`config.mk`:
```
export PLATFORM = sky130hd
export DESIGN_NAME = npu_mem_arbiter
export DESIGN_NICKNAME = d
export VERILOG_FILES = /design/src/rtl/npu_mem_arbiter.sv
export SDC_FILE = /design/constraint.sdc
export NUM_CORES = 1
export LEC_CHECK = 0
export BUFFER_PORTS_ARGS = -buffer_cell sky130_fd_sc_hd__buf_2
export CORE_AREA = 5 5 187 189
export DETAILED_ROUTE_END_ITERATION = 16
export DIE_AREA = 0 0 192 194
export SKIP_CTS_REPAIR_TIMING = 1
export SLEW_MARGIN = 20
export SYNTH_ARGS = -nofsm -noshare
export SYNTH_HDL_FRONTEND = slang
export SYNTH_SLANG_ARGS = --single-unit
```
`constraint.sdc`:
```
create_clock -name clock -period 3.6 [get_ports clock]
set_input_delay 0.54 -clock clock [delete_from_list [all_inputs] [get_ports clock]]
set_output_delay 0.54 -clock clock [all_outputs]
set_load 0.01 [all_outputs]
```
`src/rtl/npu_mem_arbiter.sv`:
```
// npu_mem_arbiter
//   Shares one single-port DATA_W-bit memory between three requesters:
//   compute (C), host/pico bridge (H) and sequencer fetch (S).
//   Fixed priority C > H > S. H or S is promoted above everything once it has
//   waited STARVE_MAX cycles with req held. The winning command is registered
//   onto mem_*. Each read is tagged with its owner so that rdata returns with
//   a one-cycle per-port rvalid pulse RD_LAT cycles after the grant.
//
// Ports
//   clock, reset          posedge clock, synchronous active-high reset
//   {c,h,s}_req           request, held with wen/addr/wdata until gnt
//   {c,h,s}_wen           byte write enables; all-zero means read
//   {c,h,s}_addr/_wdata   word address / write data
//   {c,h,s}_gnt           combinational grant, at most one per cycle
//   {c,h,s}_rvalid        rdata carries this port's read result
//   rdata                 shared read data (passthrough of mem_rdata)
//   busy                  a read is in flight or any req is high
//   mem_addr/wen/wdata    registered memory command
//   mem_rdata             memory read data, RD_LAT-1 cycles after mem_addr

// Wait counter for one promotable requester. It counts cycles spent waiting
// with req high, saturates at STARVE_MAX, and clears on grant or when req drops.
module npu_mem_arbiter_starve #(
   parameter int STARVE_MAX = 8
) (
   input  logic clock,
   input  logic reset,
   input  logic req,
   input  logic gnt,
   output logic starved
);
   localparam int CW = $clog2(STARVE_MAX + 1);

   logic [CW-1:0] cnt;

   always_ff @(posedge clock) begin
      if (reset || !req || gnt)
         cnt <= '0;
      else if (cnt != CW'(STARVE_MAX))
         cnt <= cnt + CW'(1);
   end

   assign starved = req && (cnt == CW'(STARVE_MAX));
endmodule

module npu_mem_arbiter #(
   parameter int ADDR_W     = 16,
   parameter int DATA_W     = 64,
   parameter int RD_LAT     = 2,
   parameter int STARVE_MAX = 8
) (
   input  logic                clock,
   input  logic                reset,
   input  logic                c_req,
   input  logic [DATA_W/8-1:0] c_wen,
   input  logic [ADDR_W-1:0]   c_addr,
   input  logic [DATA_W-1:0]   c_wdata,
   output logic                c_gnt,
   output logic                c_rvalid,
   input  logic                h_req,
   input  logic [DATA_W/8-1:0] h_wen,
   input  logic [ADDR_W-1:0]   h_addr,
   input  logic [DATA_W-1:0]   h_wdata,
   output logic                h_gnt,
   output logic                h_rvalid,
   input  logic                s_req,
   input  logic [DATA_W/8-1:0] s_wen,
   input  logic [ADDR_W-1:0]   s_addr,
   input  logic [DATA_W-1:0]   s_wdata,
   output logic                s_gnt,
   output logic                s_rvalid,
   output logic [DATA_W-1:0]   rdata,
   output logic                busy,
   output logic [ADDR_W-1:0]   mem_addr,
   output logic [DATA_W/8-1:0] mem_wen,
   output logic [DATA_W-1:0]   mem_wdata,
   input  logic [DATA_W-1:0]   mem_rdata
);
   localparam int BE_W = DATA_W / 8;
   localparam int NP   = 3;          // index 0 = C, 1 = H, 2 = S

   logic [NP-1:0]             req;
   logic [NP-1:0][BE_W-1:0]   wen;
   logic [NP-1:0][ADDR_W-1:0] addr;
   logic [NP-1:0][DATA_W-1:0] wdata;
   logic [NP-1:0]             arb_gnt;
   logic [NP-1:0]             starved;

   assign req   = {s_req, h_req, c_req};
   assign wen   = {s_wen, h_wen, c_wen};
   assign addr  = {s_addr, h_addr, c_addr};
   assign wdata = {s_wdata, h_wdata, c_wdata};

   // C is top of the fixed order and never needs promotion.
   assign starved[0] = 1'b0;

   for (genvar i = 1; i < NP; i++) begin : g_starve
      npu_mem_arbiter_starve #(.STARVE_MAX(STARVE_MAX)) u_starve (
         .clock   (clock),
         .reset   (reset),
         .req     (req[i]),
         .gnt     (arb_gnt[i]),
         .starved (starved[i])
      );
   end

   // Starved H beats starved S; both beat the fixed order. Nothing is
   // granted while reset is high.
   always_comb begin
      arb_gnt = '0;
      if (!reset) begin
         if (starved[1])      arb_gnt[1] = 1'b1;
         else if (starved[2]) arb_gnt[2] = 1'b1;
         else if (req[0])     arb_gnt[0] = 1'b1;
         else if (req[1])     arb_gnt[1] = 1'b1;
         else if (req[2])     arb_gnt[2] = 1'b1;
      end
   end

   // One-hot grant selects the winner's command.
   logic [BE_W-1:0]   win_wen;
   logic [ADDR_W-1:0] win_addr;
   logic [DATA_W-1:0] win_wdata;
   logic [1:0]        win_own;

   always_comb begin
      win_wen   = '0;
      win_addr  = '0;
      win_wdata = '0;
      win_own   = '0;
      for (int i = 0; i < NP; i++) begin
         if (arb_gnt[i]) begin
            win_wen   = wen[i];
            win_addr  = addr[i];
            win_wdata = wdata[i];
            win_own   = 2'(i);
         end
      end
   end

   logic rd_gnt;
   assign rd_gnt = (|arb_gnt) && (win_wen == '0);

   // Read tags: stage k holds reads granted k+1 cycles ago, so the last
   // stage lines up with mem_rdata for the oldest outstanding read.
   logic [RD_LAT-1:0]      vld_pipe;
   logic [RD_LAT-1:0][1:0] own_pipe;

   always_ff @(posedge clock) begin
      if (reset) begin
         mem_addr  <= '0;
         mem_wen   <= '0;
         mem_wdata <= '0;
         vld_pipe  <= '0;
         own_pipe  <= '0;
      end else begin
         if (|arb_gnt) begin
            mem_addr  <= win_addr;
            mem_wen   <= win_wen;
            mem_wdata <= win_wdata;
         end else begin
            mem_wen   <= '0;
         end
         vld_pipe <= {vld_pipe[RD_LAT-2:0], rd_gnt};
         own_pipe <= {own_pipe[RD_LAT-2:0], win_own};
      end
   end

   assign c_gnt = arb_gnt[0];
   assign h_gnt = arb_gnt[1];
   assign s_gnt = arb_gnt[2];

   assign c_rvalid = vld_pipe[RD_LAT-1] && (own_pipe[RD_LAT-1] == 2'd0);
   assign h_rvalid = vld_pipe[RD_LAT-1] && (own_pipe[RD_LAT-1] == 2'd1);
   assign s_rvalid = vld_pipe[RD_LAT-1] && (own_pipe[RD_LAT-1] == 2'd2);

   assign rdata = mem_rdata;
   assign busy  = (|vld_pipe) || (|req);
endmodule

```
==> summary.md <==
| Metric | Value |
|---|---|
| Initial antenna violation count | 0 |
| Max-slew violation count | 0 |
| Yosys cell types | 45 |
| Pre-antenna DRT Iters | 8 |
| Final setup violation count | 0 |
| Inserted Clock Buffers | 9 |
| Drt total wl | 21600 um |
| Setup TNS | 0 ns |
| Total clock sinks | 102 |
| DRC | 0 |
| Synth Instances | 562 |
| Most common cell after layout, fill and taps aside | buf_2 |
| Vias/cell | 4.39 |
| Slew @ Worst Pin | 0.783 ns |
| Startpoint types | flop |
| Wire per inst | 16.8 um |
| Die width | between 150 and 200 um |
| Clk pin slew, worst setup/hold paths | 0.07 ns |
| Main synth FF type | dfxtp_1 |
| Clock latency on the worst-skew pair | 0.35 ns |
| Largest cells by area after synthesis | dfxtp_1, a222oi_1, buf_4 |
| Fillers | 3692 |
| H-Tree Level Count | 3 |
| Vias in the first global route | 5731 |
| Vias | 5662 |
| Power Density | 395 mW/mm^2 |
| Syn_nets | around 900 |
| Yosys top cell area share | 0.415 |
| CORE AREA | approximately 0.033 sq mm |
| CTS tree | built |
| Asr flop ratio synth | 0 |
| Status | finished, final reports clean |
| Largest net degree at the start of global routing | 52 |
| Crit path required time | roughly 3 ns |
| WP data arrival | 2.22 ns |
| Worst ir drop on vdd | slightly above 200 uV |
| Starting Density | 0.148 |
| Share of cells above drive strength 1 | 0.468 |
| First DRT Iteration DRCs | 712 |
| Post-detailed-route count of antenna-violating nets | 0 |
| Port buffer count | around 360 |
| Total track usage | 0.108 |
| Design Area, Final | 0.00697 sq mm |
| Post-synthesis cell type with the largest combined area | dfxtp_1 |
| Final cell count without fillers | between 1000 and 1500 |
| WS Path Type | reg2out |
| Dpl cells | 1274 |
| P_leak | 3.21 nW |
| Die Ht | between 150 and 200 um |
| CTS Root Buffer Type | clkbuf_16 |
| Io pins | 492 |
| Dpl cell area | 0.00669 sq mm |
| Area taken by flip-flops and latches | 0.00204 sq mm |
| HPWL after detailed placement | 16700 um |
| Number of enable flip-flop cells after synthesis | 0 |
| Ys Warns | 0 |
| Avg Synthesized Cell Area | 8.75 sq um |
| Max-slew headroom | 0.478 |
| Hold Fails Final Rpt | 0 |
| R2r setup slk | ~1.0 ns |
| Area added between synthesis and finish | 41.9% |
| Critical path peak fanout | 51 |
| RSZ-0062 raised after global routing | no |
| Multi-input logic area | 0.00214 sq mm |
| Most frequent cells in the layout | buf_2, dfxtp_1, nand2_1 |
| Max Cap Viol | 0 |
| Final #Nets | between 1000 and 1500 |
| Worst Skew | 0.00718 ns |
| Worst min path class | in2reg |
| Gr ovfl total | 0 |
| Number of synthesized register bits | 102 |
| Ant diodes | 0 |
| Max Root-Sink Buffers | 2 |
| Worst Setup End Kind | primary output |
| Peak Freq | 0.363 GHz |
| Sequential area share after synthesis | 0.415 |
| First-pass GRT wire length | between 30000 and 40000 um |
| Rows | 67 |
| Gpl congestion | slightly below 0.9 |
| Die ar. | 0.0372 sq mm |
| Minimum clock period | 2.76 ns |
| Period utilization | 0.766 |
| Post-Syn Area | between 0.004 and 0.005 sq mm |
-- worst paths after layout --
kind / startpoint / to / cells past startpoint
max: g_starve[2].u_starve.cnt[0] / s_gnt / 7
min reg2reg: own_pipe[1] / own_pipe[3] / 1
max reg2reg: g_starve[2].u_starve.cnt[0] / mem_wdata[51] / 9
min: s_wen[5] / mem_wen[5] / 3
-- worst max-delay path, stage by stage, from the launching register on --
cell and delay [ns]:
dfxtp_1 0.33, inv_1 0.09, ha_1 0.20, and3b_1 0.30
a21o_4 0.20, nand2_8 0.07, inv_4 0.43, buf_2 0.24
-- metrics by stage --
stage | power, mW | utilization | setup WS, ns | hold WS [ns]
after global placement | 1.77 | 0.202 | 1.08 | 0.417
after CTS | 2.82 | 0.211 | 0.800 | 0.366
after floorplan | 1.56 | - | 1.52 | 0.414
after global routing | 2.91 | 0.211 | 0.649 | 0.387
final | 2.75 | 0.211 | 0.843 | 0.403
after detailed placement | 1.77 | 0.202 | 0.941 | 0.429
-- area by class of cell --
class,instances,area share
multi-input combinational,337,0.306
sequential,102,0.293
timing repair buffer,373,0.271
tap,448,0.0804
clock buffer,10,0.0328
clock inverter,5,0.00861
inverter,14,0.00789
-- per-layer routing --
layer	share of wire	global-route usage	vias to the layer above
li1	-	-	2595
met2	0.46	0.176	359
met1	0.38	0.123	2641
met3	0.11	0.0338	67
met5	0	0	-
met4	0.049	0.0642	0
-- power by group --
part | internal (mW) | leakage [nW] | switching (mW)
Clock | 0.540 | 0.139 | 0.466
Combinational | 0.243 | 2.23 | 0.260
Sequential | 1.20 | 0.839 | 0.0431
-- synth_stat cells, drive strengths merged, types with 2 or more instances --
cell type / number
dfxtp: 102
nand2: 88
buf: 77
a222oi: 70
a21oi: 68
clkbuf: 32
nor2: 28
o21ai: 18
a221oi: 15
inv: 14
nor2b: 6
ha: 4
and3b: 3
mux2i: 3
nand3: 3
nor3: 3
a32o: 2
nand3b: 2
nand4b: 2
nor4: 2
xnor2: 2
xor2: 2
-- flip-flops by register name, indices dropped and copies added (netlist names) --
register,cells
mem_wdata,64
own_pipe,4
mem_addr,16
vld_pipe,2
g_starve.u_starve.cnt,8
mem_wen,8
-- logic make-up (layout without fill, tap and decap cells) --
group	after synthesis	in the layout	share of synthesized area
mux	3	3	0.00611
buf+inv	123	402	0.152
compound gates	182	182	0.278
simple gates	144	144	0.131
flops	102	102	0.415
fa+ha+maj	4	4	0.0102
xor+xnor	4	4	0.00713
Note: power is estimated with default switching activity, not from simulation.
